File: src/rtl/write_pointer_handler_pkg.sv
// rtl/write_pointer_handler_pkg.sv - pointer width and Gray-code helpers shared by the FIFO pointer handlers
package write_pointer_handler_pkg;

  localparam int GRAY_FN_W = 32;

  function automatic int ptr_w(input int addr_width);
    return addr_width + 1;
  endfunction

  function automatic logic [GRAY_FN_W-1:0] bin2gray(input logic [GRAY_FN_W-1:0] b);
    return b ^ (b >> 1);
  endfunction

endpackage

File: src/rtl/write_pointer_handler_if.sv
// rtl/write_pointer_handler_if.sv - write-side request/flag bundle of the async FIFO
interface write_pointer_handler_if #(
  parameter int ADDR_WIDTH = 4
);
  logic                  wpush;
  logic [ADDR_WIDTH:0]   wq2_rptr;
  logic                  wclr_ovf;
  logic                  wen;
  logic [ADDR_WIDTH-1:0] waddr;
  logic [ADDR_WIDTH:0]   wptr;
  logic                  wfull;
  logic                  walmost_full;
  logic [ADDR_WIDTH:0]   wlevel;
  logic                  woverflow;

  modport master (
    output wpush, wq2_rptr, wclr_ovf,
    input  wen, waddr, wptr, wfull, walmost_full, wlevel, woverflow
  );

  modport slave (
    input  wpush, wq2_rptr, wclr_ovf,
    output wen, waddr, wptr, wfull, walmost_full, wlevel, woverflow
  );
endinterface

File: src/rtl/write_pointer_handler_gray_to_bin.sv
// rtl/write_pointer_handler_gray_to_bin.sv - Gray to binary converter for the synced read pointer
module gray_to_bin #(
  parameter int W = 5
) (
  input  logic [W-1:0] i_gray,
  output logic [W-1:0] o_bin
);

  // Each binary bit is the XOR of its Gray bit and every Gray bit above it.
  for (genvar i = 0; i < W; i++) begin : g_bit
    assign o_bin[i] = ^i_gray[W-1:i];
  end

endmodule

File: src/rtl/write_pointer_handler.sv
// rtl/write_pointer_handler.sv - write-domain pointer, full/level flags and sticky overflow of the async FIFO
module write_pointer_handler
  import write_pointer_handler_pkg::*;
#(
  parameter int ADDR_WIDTH   = 4,
  parameter int AFULL_THRESH = 12
) (
  input  logic                      wclk,
  input  logic                      wrst_n,
  write_pointer_handler_if.slave    bus
);

  localparam int            PW        = ptr_w(ADDR_WIDTH);
  localparam logic [PW-1:0] AFULL_LIM = PW'(AFULL_THRESH);

  logic [PW-1:0] r_wbin;
  logic [PW-1:0] r_wptr;
  logic [PW-1:0] r_wlevel;
  logic          r_wfull;
  logic          r_walmost_full;
  logic          r_woverflow;

  logic [PW-1:0] w_rbin;
  logic [PW-1:0] w_n_wbin;
  logic [PW-1:0] w_n_wgray;
  logic [PW-1:0] w_n_level;
  logic [PW-1:0] w_full_gray;
  logic          w_accept;
  logic          w_n_wfull;
  logic          w_n_woverflow;

  gray_to_bin #(.W(PW)) u_gray_to_bin (
    .i_gray (bus.wq2_rptr),
    .o_bin  (w_rbin)
  );

  // Full when the next write pointer sits exactly one lap ahead of the synced read pointer.
  always_comb begin
    w_accept      = bus.wpush & ~r_wfull;
    w_n_wbin      = r_wbin + {{(PW-1){1'b0}}, w_accept};
    w_n_wgray     = PW'(bin2gray(GRAY_FN_W'(w_n_wbin)));
    w_full_gray   = {~bus.wq2_rptr[PW-1:PW-2], bus.wq2_rptr[PW-3:0]};
    w_n_wfull     = (w_n_wgray == w_full_gray);
    w_n_level     = w_n_wbin - w_rbin;
    w_n_woverflow = r_woverflow;
    if (bus.wpush && r_wfull) begin
      w_n_woverflow = 1'b1;
    end else if (bus.wclr_ovf) begin
      w_n_woverflow = 1'b0;
    end
  end

  always_ff @(posedge wclk or negedge wrst_n) begin
    if (!wrst_n) begin
      r_wbin         <= '0;
      r_wptr         <= '0;
      r_wlevel       <= '0;
      r_wfull        <= 1'b0;
      r_walmost_full <= 1'b0;
      r_woverflow    <= 1'b0;
    end else begin
      r_wbin         <= w_n_wbin;
      r_wptr         <= w_n_wgray;
      r_wlevel       <= w_n_level;
      r_wfull        <= w_n_wfull;
      r_walmost_full <= (w_n_level >= AFULL_LIM);
      r_woverflow    <= w_n_woverflow;
    end
  end

  assign bus.wen          = w_accept;
  assign bus.waddr        = r_wbin[ADDR_WIDTH-1:0];
  assign bus.wptr         = r_wptr;
  assign bus.wfull        = r_wfull;
  assign bus.walmost_full = r_walmost_full;
  assign bus.wlevel       = r_wlevel;
  assign bus.woverflow    = r_woverflow;

endmodule

File: src/flat_wrapper.sv
// flat-port wrapper written by rule: the top's interface ports become plain ports
module write_pointer_handler_flat import write_pointer_handler_pkg::*;
#(
  parameter int ADDR_WIDTH   = 4,
  parameter int AFULL_THRESH = 12
)
  (wclk, wrst_n, bus_wpush, bus_wq2_rptr, bus_wclr_ovf, bus_wen, bus_waddr, bus_wptr, bus_wfull, bus_walmost_full, bus_wlevel, bus_woverflow);
  write_pointer_handler_if #(.ADDR_WIDTH(ADDR_WIDTH)) bus_i ();
  input  logic wclk;
  input  logic wrst_n;
  input wire logic [$bits(bus_i.wpush)-1:0] bus_wpush;
  input wire logic [$bits(bus_i.wq2_rptr)-1:0] bus_wq2_rptr;
  input wire logic [$bits(bus_i.wclr_ovf)-1:0] bus_wclr_ovf;
  output wire logic [$bits(bus_i.wen)-1:0] bus_wen;
  output wire logic [$bits(bus_i.waddr)-1:0] bus_waddr;
  output wire logic [$bits(bus_i.wptr)-1:0] bus_wptr;
  output wire logic [$bits(bus_i.wfull)-1:0] bus_wfull;
  output wire logic [$bits(bus_i.walmost_full)-1:0] bus_walmost_full;
  output wire logic [$bits(bus_i.wlevel)-1:0] bus_wlevel;
  output wire logic [$bits(bus_i.woverflow)-1:0] bus_woverflow;
  assign bus_i.wpush = bus_wpush;
  assign bus_i.wq2_rptr = bus_wq2_rptr;
  assign bus_i.wclr_ovf = bus_wclr_ovf;
  assign bus_wen = bus_i.wen;
  assign bus_waddr = bus_i.waddr;
  assign bus_wptr = bus_i.wptr;
  assign bus_wfull = bus_i.wfull;
  assign bus_walmost_full = bus_i.walmost_full;
  assign bus_wlevel = bus_i.wlevel;
  assign bus_woverflow = bus_i.woverflow;
  write_pointer_handler #(.ADDR_WIDTH(ADDR_WIDTH), .AFULL_THRESH(AFULL_THRESH)) u_core (.wclk(wclk), .wrst_n(wrst_n), .bus(bus_i));
endmodule
File: config.mk
export PLATFORM = sky130hd
export DESIGN_NAME = write_pointer_handler_flat
export DESIGN_NICKNAME = d
export VERILOG_FILES = /design/src/rtl/write_pointer_handler_pkg.sv /design/src/rtl/write_pointer_handler_if.sv /design/src/rtl/write_pointer_handler_gray_to_bin.sv /design/src/rtl/write_pointer_handler.sv /design/src/flat_wrapper.sv
export SDC_FILE = /design/constraint.sdc
export NUM_CORES = 1
export LEC_CHECK = 0
export ABC_AREA = 1
export BUFFER_PORTS_ARGS = -buffer_cell sky130_fd_sc_hd__buf_2
export CAP_MARGIN = 20
export CORE_MARGIN = 2
export CORE_UTILIZATION = 25
export CTS_CLUSTER_SIZE = 25
export DETAILED_ROUTE_END_ITERATION = 8
export PLACE_DENSITY = 0.44
export SYNTH_ARGS = -nofsm -noshare
export SYNTH_HDL_FRONTEND = slang
export SYNTH_SLANG_ARGS = --single-unit
File: constraint.sdc
create_clock -name wclk -period 3.4 [get_ports wclk]
set_clock_uncertainty 0.05 [all_clocks]
set_input_delay 0.68 -clock wclk [delete_from_list [all_inputs] [get_ports wclk]]
set_output_delay 0.68 -clock wclk [all_outputs]
set_load 0.01 [all_outputs]
==> results of run 1 <==
flip-flops by register name (all words and copies together) (netlist names):
signal and cells:
u_core.bus.wlevel 5, u_core.bus.wptr 4, u_core.r_wbin 5, u_core.bus.walmost_full 1, u_core.bus.wfull 1, u_core.bus.woverflow 1
where the power goes:
part           switching (mW)  internal [mW]
clock                  0.0647         0.0830
sequential             0.0504          0.304
combinational           0.423          0.259
total                   0.538          0.647
layer usage:
metal	vias up	wire, µm	global-route usage (%)
li1	433	-	-
met1	358	904	13.58
met2	21	870	15.35
met3	4	128	1.500
met4	0	53	6.888
met5	-	0	0
worst paths after layout:
path | end | start | slack, ns
min reg2reg | u_core.bus.woverflow | u_core.bus.woverflow | 0.47
min in group wclk | u_core.bus.woverflow | u_core.bus.woverflow | 0.47
max in group asynchronous | u_core.bus.wlevel[4] | wrst_n | 2.73
max | u_core.bus.walmost_full | bus_wq2_rptr[3] | 0.88
min | u_core.bus.woverflow | wrst_n | 0.29
max reg2reg | u_core.bus.walmost_full | u_core.bus.wfull | 1.36
synth_stat cells, types with 2 or more instances:
| library cell | instances |
|---|---|
| nor2_1 | 3 |
| inv_1 | 20 |
| dfrtp_1 | 17 |
| nand3_2 | 3 |
| ha_1 | 4 |
| nand2_1 | 34 |
| nand3_1 | 16 |
| xor2_2 | 2 |
| nand2_2 | 11 |
critical path, stage by stage:
cell and delay (ns):
buf_2 0.12, inv_1 0.08, nand2_2 0.07, nand2_1 0.09
nand2_2 0.07, nand2_2 0.07, xor2_2 0.21, xor2_1 0.18
ha_1 0.16, inv_1 0.06, fa_1 0.40, inv_1 0.08
nand2_1 0.05, nand3_1 0.08, nand2_1 0.05, nand2_1 0.07
nand3_1 0.07
per-stage QoR:
| step | cell area [µm²] | setup WS (ns) | utilization, % |
|---|---|---|---|
| final | 1235 | 0.8799 | 32.99 |
| after global routing | 1235 | 0.6398 | 32.99 |
| after CTS | 1235 | 0.8599 | 32.99 |
| after detailed placement | 1190 | 0.5938 | 31.78 |
| after global placement | 1190 | 0.6404 | 31.78 |
| after floorplan | 999.7 | 0.8868 | - |
area by class of cell:
type                       instances  area (µm²)
fill                             434        2509
multi-input combinational         84       495.5
sequential                        17       425.4
timing repair buffer              26       130.1
inverter                          21       78.83
tap                               48       60.06
clock buffer                       4       45.04
kinds of logic (layout without fill, tap and decap cells):
group           after synthesis  count (layout)  synth area share [%]
buf+inv                      21              51                 7.884
compound gates                4               4                 3.129
simple gates                 71              71                 34.42
fa+ha+maj                     5               5                 7.009
xor+xnor                      4               4                 5.006
flops                        17              17                 42.55
==> metrics.cfg, run 1 <==
[outcome]
outcome=finished, final reports clean

[die]
core_area_um2=3744
fp.dieH_um=67.24
rows=22
initial_core_util_pct=26.70
die-area_um2=4521
io_pins=27
die_x_um=67.24

[placement]
gp_congestion=0.7739
hpwl_um=1645
port_buffers=26
dp.cells=196

[sta]
setup_violations=0
worstMarginPinSlew_ns=0.3795
fmax_ghz=0.3968
rsz0062_at_grt=false
final_hold_viol_count=0
hold_ws_ns=0.2890
drv_slew=0
period_share_pct=74.12
slew_headroom_pct=74.70
period_needed_ns=2.520
finalSetupTns_ns=0

[yosys]
yosysTopAreaCell=dfrtp_1
yosys_warnings=0
yosysTopAreaCellShare_pct=42.55
netlist_area_um2=999.7
synth_flop_cell=dfrtp_1
avgSynthCellArea_um2=8.194
synth_edf_count=0
yosysUniqueCellTypes=21
synth-seq-cells=17
async_reset_ff_share_pct=100.0
syn_inst=122
synthTopCellsByArea=dfrtp_1, nand2_1, nand3_1
yosysSeqAreaShare_pct=42.55
synth_nets=136

[clock_tree]
numCtsBuffers=3
postCtsSetupBuffers=0
clk-insertion-delay-late_ns=0.25
postCtsHoldBufs=0
ctsResizeCount=0
cts_sinks=17
cts.reportedPaths.clkPinSlew_ns=0.07
htreeDepth=1
clockBufferDepth=2
cts_tree=yes
cts-root-buf=clkbuf_8

[layout]
drive_gt1_share_pct=32.24
nets=167
final_common_cell=nand2_1
syn_to_final_growth_pct=23.53
layout_common_cells=nand2_1, buf_2, inv_1, dfrtp_1, nand3_1
diodes=0
final_cells=200

[hold_path]
hold_class=input pin to asynchronous set/reset pin

[drt]
viasPerCell=4.080
dr_total_vias=816
ant_nets=0
first_pass_iters=4
drc=0
post_drt_wl_per_cell_um=9.780
drt_iter0_drc=16
routed_wl_um=1956

[global_routing]
grt_usage_pct=10.24
grt_pass1_vias=761
gr-total-overflow=0
grt_max_degree=18
grt_first_pass_wirelength_um=3415
antenna_found_initial=0

[critical_path]
cp-start-kind=input pin
worstSetupEndpointType=register
cp_max_fo=4
critical_path_required_ns=3.48
crit_type=input pin to register
r2r_cells=11
worstPathArrival_ns=2.60

[pwr]
p_per_area_nw_per_um2=959.3
power_mw=1.185
p_leak_nw=0.6854
vdd_drop_max_uv=255.6

[flow_run]
maxCapViolations=0

(Power assumes the default switching activity.)
==> run 2, diff against run 1 <==
Clock period 3.4 ns to 2.4 ns, I/O delays scaled along.
==> metrics.cfg, run 2 (synthesized netlist as in run 1, its figures left out) <==
[critical_path]
critical_path_required_ns=2.48  ; was 3.48 ns
path_cells=buf_2 -> nand2_1 -> nand2_2 -> nand2_2 -> nand2_2 -> xor2_2 -> xor2_1 -> ha_1 -> inv_1 -> fa_2 -> inv_1 -> nand2_1 -> nand3_1 -> nand2_1 -> nand2_1 -> nand3_1  ; was buf_2 -> inv_1 -> nand2_2 -> nand2_1 -> nand2_2 -> nand2_2 -> xor2_2 -> xor2_1 -> ha_1 -> inv_1 -> fa_1 -> inv_1 -> nand2_1 -> nand3_1 -> nand2_1 -> nand2_1 -> nand3_1
crit_path_frequent_cell=nand2_1  ; unchanged
cp-start-kind=input pin  ; unchanged
worstPathArrival_ns=2.28  ; was 2.60 ns
crit_type=input pin to register  ; unchanged
regToRegEndpoint=u_core.bus.walmost_full  ; unchanged
slowest_delay_ns=0.36  ; was 0.40 ns
cp_slowest_cell=fa_2  ; was fa_1
cp_max_fo=4  ; unchanged
critPathBufInv=3  ; was 4
crit_start=bus_wq2_rptr[3]  ; unchanged
r2r-start=u_core.bus.wfull  ; unchanged
ff2ff_setup_slack_ns=0.44  ; was 1.36 ns
r2r_cells=11  ; unchanged
worstSetupEndpoint=u_core.bus.walmost_full  ; unchanged
crit_cells=16  ; was 17
cp_top_family=simple AND/OR/NAND/NOR gates  ; unchanged
worstSetupEndpointType=register  ; unchanged

[global_routing]
antenna_found_initial=0  ; unchanged
grt_first_pass_wirelength_um=3339  ; was 3415 µm
grt_max_degree=18  ; unchanged
gr-total-overflow=0  ; unchanged
grt_pass1_vias=778  ; was 761
grt_usage_pct=9.877  ; was 10.24%

[clock_tree]
htreeDepth=1  ; unchanged
cts.reportedPaths.clkPinSlew_ns=0.06  ; was 0.07 ns
cts_tree=yes  ; unchanged
clockBufferDepth=2  ; unchanged
postCtsHoldBufs=0  ; unchanged
numCtsBuffers=3  ; unchanged
clk-insertion-delay-late_ns=0.25  ; about the same
cts_sinks=17  ; unchanged
cts-root-buf=clkbuf_8  ; unchanged

[drt]
drc=0  ; unchanged
wl_met1_um=941  ; was 904 µm
viasPerCell=4.137  ; was 4.080
dr_total_vias=877  ; was 816
routed_wl_um=2050  ; was 1956 µm
routed.top_layer=met4  ; unchanged
post_drt_wl_per_cell_um=9.670  ; was 9.780 µm
met2_length_um=982  ; was 870 µm
drt_iter0_drc=8  ; was 16
ant_nets=0  ; unchanged
first_pass_iters=3  ; was 4
wl_met3_um=99  ; was 128 µm

[flow_run]
maxCapViolations=0  ; unchanged

[sta]
setup_violations=0  ; unchanged
hold_ws_ns=0.09003  ; was 0.2890 ns
period_share_pct=91.85
fmax_ghz=0.4536
worstMarginPinSlew_ns=0.3705  ; was 0.3795 ns
rsz0062_at_grt=false  ; unchanged
final_hold_viol_count=0  ; unchanged
slew_headroom_pct=75.30  ; was 74.70%
worst_slack_ns=0.1956  ; was 0.8799 ns
period_needed_ns=2.204
drv_slew=0  ; unchanged

[layout]
syn_to_final_growth_pct=33.04  ; was 23.53%
drive_gt1_share_pct=39.02  ; was 32.24%
sequential_cell_area_um2=425.4  ; unchanged
final_cells=212  ; was 200
layout_common_cells=nand2_1, buf_2, inv_1, dfrtp_1, nand3_1  ; unchanged
nFillCells=426  ; was 434
multi_input_area_um2=500.5  ; was 495.5 µm²
diodes=0  ; unchanged
final_common_cell=nand2_1  ; unchanged
fin_util_pct=35.53  ; was 32.99%
nets=179  ; was 167

[pwr]
vdd_drop_max_uv=321.2  ; was 255.6 µV
power_mw=1.742  ; was 1.185 mW
p_per_area_nw_per_um2=1310  ; was 959.3 nW/µm²
p_leak_nw=0.7408  ; was 0.6854 nW

[placement]
dp.cells=207  ; was 196
port_buffers=26  ; unchanged
hpwl_um=1696  ; was 1645 µm
pre_cts_ws_ns=-0.1793  ; was 0.5938 ns
gp_congestion=0.7956  ; was 0.7739

[die]
initial_core_util_pct=26.70  ; unchanged
die-area_um2=4521  ; unchanged
rows=22  ; unchanged
core_area_um2=3744  ; unchanged
die_x_um=67.24  ; unchanged
fp.dieH_um=67.24  ; unchanged
io_pins=27  ; unchanged

[hold_path]
hold_class=input pin to asynchronous set/reset pin  ; unchanged

[outcome]
outcome=finished, final reports clean  ; unchanged

## run 2: cell types whose count changed in the layout (fill, tap and decap cells not counted), sizes merged
cell and delta:
buf +12
## run 2: layout make-up
cell class	count	share of cell area (%)
clock buffer	4	3.387
inverter	21	5.927
multi-input combinational	84	37.63
sequential	17	31.98
tap	48	4.516
timing repair buffer	38	16.56
## run 2: worst min-delay path by stage
stage | startpoint | end | slack (ns)
6_report | wrst_n | u_core.r_wbin[2] | 0.09
5_1_grt | wrst_n | u_core.r_wbin[2] | 0.12
2_1_floorplan | wrst_n | u_core.bus.walmost_full | 0.13
3_5_place_dp | wrst_n | u_core.r_wbin[2] | 0.38
4_1_cts | wrst_n | u_core.r_wbin[4] | 0.10
3_3_place_gp | wrst_n | u_core.r_wbin[2] | 0.38
## run 2: power breakdown
part / internal, mW / switching [mW]
combinational: 0.424 / 0.612
clock: 0.117 / 0.0875
sequential: 0.431 / 0.0697
total: 0.973 / 0.769
## run 2: what timing repair did
item | in CTS | in global routing
buffers inserted | 0 | 1
endpoints found under the setup margin | 0 | 2
resized for setup | 0 | 3
## run 2: metal layers
| layer | GRT usage, % | vias up |
|---|---|---|
| li1 | - | 461 |
| met4 | 5.357 | 0 |
| met5 | 0 | - |
| met2 | 16.34 | 17 |
| met3 | 1.667 | 2 |
| met1 | 12.23 | 397 |
## run 2: per-stage QoR
stage	area, µm²	setup TNS (ns)
finish	1330	0
global route	1330	0
CTS	1318	0
detailed placement	1272	-0.3788
global placement	1272	-0.1794
floorplan	999.7	0
## run 2: worst register-to-register path, delay by kind of cell, from the launching register on
family	cells	cell delay, ns
flip-flops	1	0.41
AND/OR/NAND/NOR	6	0.44
adder cells (fa/ha/maj)	2	0.75
buffers and inverters	3	0.20
==> run 3, diff against run 2 <==
Settings changed: CORE_MARGIN 2 to unset, MAX_ROUTING_LAYER set to met4, SYNTH_HIERARCHICAL set to 1.
==> metrics.cfg, run 3 <==
[global_routing]
grt_usage_pct=12.63  ; was 9.877%
grt_pass1_vias=904  ; was 778
antenna_found_initial=0  ; unchanged
busiest_layer=met2  ; unchanged
grt_first_pass_wirelength_um=4071  ; was 3339 µm
grt_use_met3_pct=2.000  ; was 1.667%
grt_use_met1_pct=14.67  ; was 12.23%
grt_max_degree=18  ; unchanged
grt_util_met2_pct=20.59  ; was 16.34%
gr-total-overflow=0  ; unchanged

[clock_tree]
postCtsHoldBufs=0  ; unchanged
htreeDepth=1  ; unchanged
numCtsBuffers=3  ; unchanged
postCtsSetupBuffers=0  ; unchanged
ctsResizeCount=0  ; unchanged
cts_tree=yes  ; unchanged
cts.reportedPaths.clkPinSlew_ns=0.06  ; about the same
clockBufferDepth=2  ; unchanged
cts-root-buf=clkbuf_8  ; unchanged
cts_sinks=17  ; unchanged
clk-insertion-delay-late_ns=0.25  ; about the same

[critical_path]
cp-start-kind=register  ; was input pin
cp_max_fo=3  ; was 4
worstSetupEndpointType=register  ; unchanged
path_cells=nor2_1 -> ha_1 -> ha_1 -> inv_1 -> fa_1 -> inv_1 -> nand4_1 -> nand3_1 -> nand3_2  ; was buf_2 -> nand2_1 -> nand2_2 -> nand2_2 -> nand2_2 -> xor2_2 -> xor2_1 -> ha_1 -> inv_1 -> fa_2 -> inv_1 -> nand2_1 -> nand3_1 -> nand2_1 -> nand2_1 -> nand3_1
worstPathArrival_ns=2.16  ; was 2.28 ns
crit_type=register to register  ; was input pin to register
critical_path_required_ns=2.49  ; was 2.48 ns
slowest_delay_ns=0.41  ; was 0.36 ns
critPathBufInv=2  ; was 3
cp_top_family=adder cells  ; was simple AND/OR/NAND/NOR gates
cp_slowest_cell=fa_1  ; was fa_2

[sta]
setup_violations=0  ; unchanged
rsz0062_at_grt=false  ; unchanged
drv_slew=0  ; unchanged
period_needed_ns=2.073  ; was 2.204 ns
final_hold_viol_count=0  ; unchanged
period_share_pct=86.38  ; was 91.85%
finalSetupTns_ns=0  ; unchanged
slew_headroom_pct=74.08  ; was 75.30%
fmax_ghz=0.4823  ; was 0.4536 GHz
worstMarginPinSlew_ns=0.3888  ; was 0.3705 ns

[yosys]
yosys_warnings=6  ; was 0
netlist_area_um2=1100  ; was 999.7 µm²
yosysTopAreaCellShare_pct=38.68  ; was 42.55%
syn_inst=140  ; was 122
avgSynthCellArea_um2=7.856  ; was 8.194 µm²
yosysUniqueCellTypes=21  ; unchanged
async_reset_ff_share_pct=100.0  ; unchanged
yosysSeqAreaShare_pct=38.68  ; was 42.55%
synth_common_cells=nand2_1, inv_1, nand3_1  ; was nand2_1, inv_1, dfrtp_1
synth_nets=155  ; was 136
yosysTopAreaCell=dfrtp_1  ; unchanged
synthTopCellsByArea=dfrtp_1, nand2_1, nand3_1  ; unchanged
yosysMostFrequentCell=nand2_1  ; unchanged
synth_edf_count=0  ; unchanged
synth_flop_cell=dfrtp_1  ; unchanged
synth-seq-cells=17  ; unchanged

[pwr]
seqPwrFrac_pct=29.0  ; was 28.8%
p_per_area_nw_per_um2=1343  ; was 1310 nW/µm²
p_leak_nw=0.7550  ; was 0.7408 nW
power.internal_uw=949.7  ; was 972.7 µW
power_switching_uw=833.7  ; was 769.0 µW
pwr-share-comb_pct=59.3  ; was 59.5%
clkPwrFrac_pct=11.7  ; was 11.8%
vdd_drop_max_uv=258.7  ; was 321.2 µV
switching_share_pct=46.75  ; was 44.15%

[die]
fp.dieH_um=68.33  ; was 67.24 µm
die_x_um=68.33  ; was 67.24 µm
io_pins=27  ; unchanged
rows=23  ; was 22
initial_core_util_pct=26.73  ; was 26.70%
core_area_um2=4115  ; was 3744 µm²
die-area_um2=4668  ; was 4521 µm²

[layout]
nets=185  ; was 179
final_cells=219  ; was 212
nFillCells=456  ; was 426
layout_common_cells=nand2_1, buf_2, inv_1, nand3_1, dfrtp_1  ; was nand2_1, buf_2, inv_1, dfrtp_1, nand3_1
diodes=0  ; unchanged
final_common_cell=nand2_1  ; unchanged
fin_util_pct=32.26  ; was 35.53%
drive_gt1_share_pct=29.59  ; was 39.02%
syn_to_final_growth_pct=20.71  ; was 33.04%

[drt]
first_pass_iters=4  ; was 3
drc=0  ; unchanged
dr_total_vias=960  ; was 877
drt_iter0_drc=39  ; was 8
routed_wl_um=2404  ; was 2050 µm
post_drt_wl_per_cell_um=10.98  ; was 9.670 µm
ant_nets=0  ; unchanged
viasPerCell=4.384  ; was 4.137

[flow_run]
maxCapViolations=0  ; unchanged

[placement]
gp_congestion=0.7949  ; was 0.7956
hpwl_um=1982  ; was 1696 µm
dp.cells=215  ; was 207
port_buffers=26  ; unchanged

[outcome]
outcome=finished, final reports clean  ; unchanged

[hold_path]
hold_class=input pin to asynchronous set/reset pin  ; unchanged

==> run 3: cell types whose count changed in the layout (fill, tap and decap cells not counted), sizes merged, moves of 3 or more <==
cell / change
nand3b: +3
nand3: +6
buf: -11
inv: +3
nand2: +3
nand4: +3
==> run 3: worst paths after layout <==
| path | depth (start not counted) | slack, ns | from | endpoint |
|---|---|---|---|---|
| max in group asynchronous | 1 | 1.93 | wrst_n | u_core/bus.wlevel[2] |
| worst min register to register | 2 | 0.46 | u_core/bus.wfull | u_core/bus.woverflow |
| worst max-delay path | 9 | 0.33 | u_core/bus.wfull | u_core/bus.walmost_full |
| worst max register to register | 9 | 0.33 | u_core/bus.wfull | u_core/bus.walmost_full |
| min in group wclk | 2 | 0.37 | bus_wclr_ovf | u_core/bus.woverflow |
| worst min-delay path | 1 | 0.09 | wrst_n | u_core/r_wbin[1] |
==> run 3: layout make-up <==
cell class / instances / area, µm² / share of cell area, %
Inverter: 24 / 90.09 / 6.786
Clock inverter: 1 / 5.005 / 0.3770
Timing Repair Buffer: 27 / 137.6 / 10.37
Multi-Input combinational cell: 97 / 565.5 / 42.60
Tap cell: 50 / 62.56 / 4.713
Clock buffer: 3 / 41.29 / 3.110
Sequential cell: 17 / 425.4 / 32.05
==> run 3: metal layers <==
layer	wire (µm)	share of wire, %	vias up
li1	-	-	503
met1	1131	47	426
met2	1110	46	26
met3	104	4.3	5
met4	58	2.4	0
met5	0	0	-
==> run 3: per-stage QoR <==
step	worst slack, ns	power, mW	hold WS (ns)	instance area (µm²)
final	0.3268	1.783	0.09273	1328
after global routing	0.08956	1.995	0.1301	1328
after CTS	0.3006	1.821	0.1074	1328
after detailed placement	0.06546	1.598	0.3858	1281
after global placement	0.09234	1.584	0.3734	1281
after floorplan	0.2176	1.279	0.1344	1100
==> run 3: cells by family (layout without fill, tap and decap cells) <==
logic type / Yosys count / after routing / share of synthesized area [%]
simple gates: 84 / 84 / 39.14
buf+inv: 26 / 55 / 9.898
flops: 17 / 17 / 38.68
fa+ha+maj: 6 / 6 / 7.509
xor+xnor: 4 / 4 / 3.186
compound gates: 3 / 3 / 1.592
==> run 3: power groups by stage <==
stage / Sequential [mW] / Clock [mW] / Combinational, mW
after floorplan: 0.574 / 0 / 0.705
after global placement: 0.521 / 0 / 1.06
after detailed placement: 0.525 / 0 / 1.07
after CTS: 0.520 / 0.221 / 1.08
after global routing: 0.539 / 0.231 / 1.22
final: 0.518 / 0.209 / 1.06
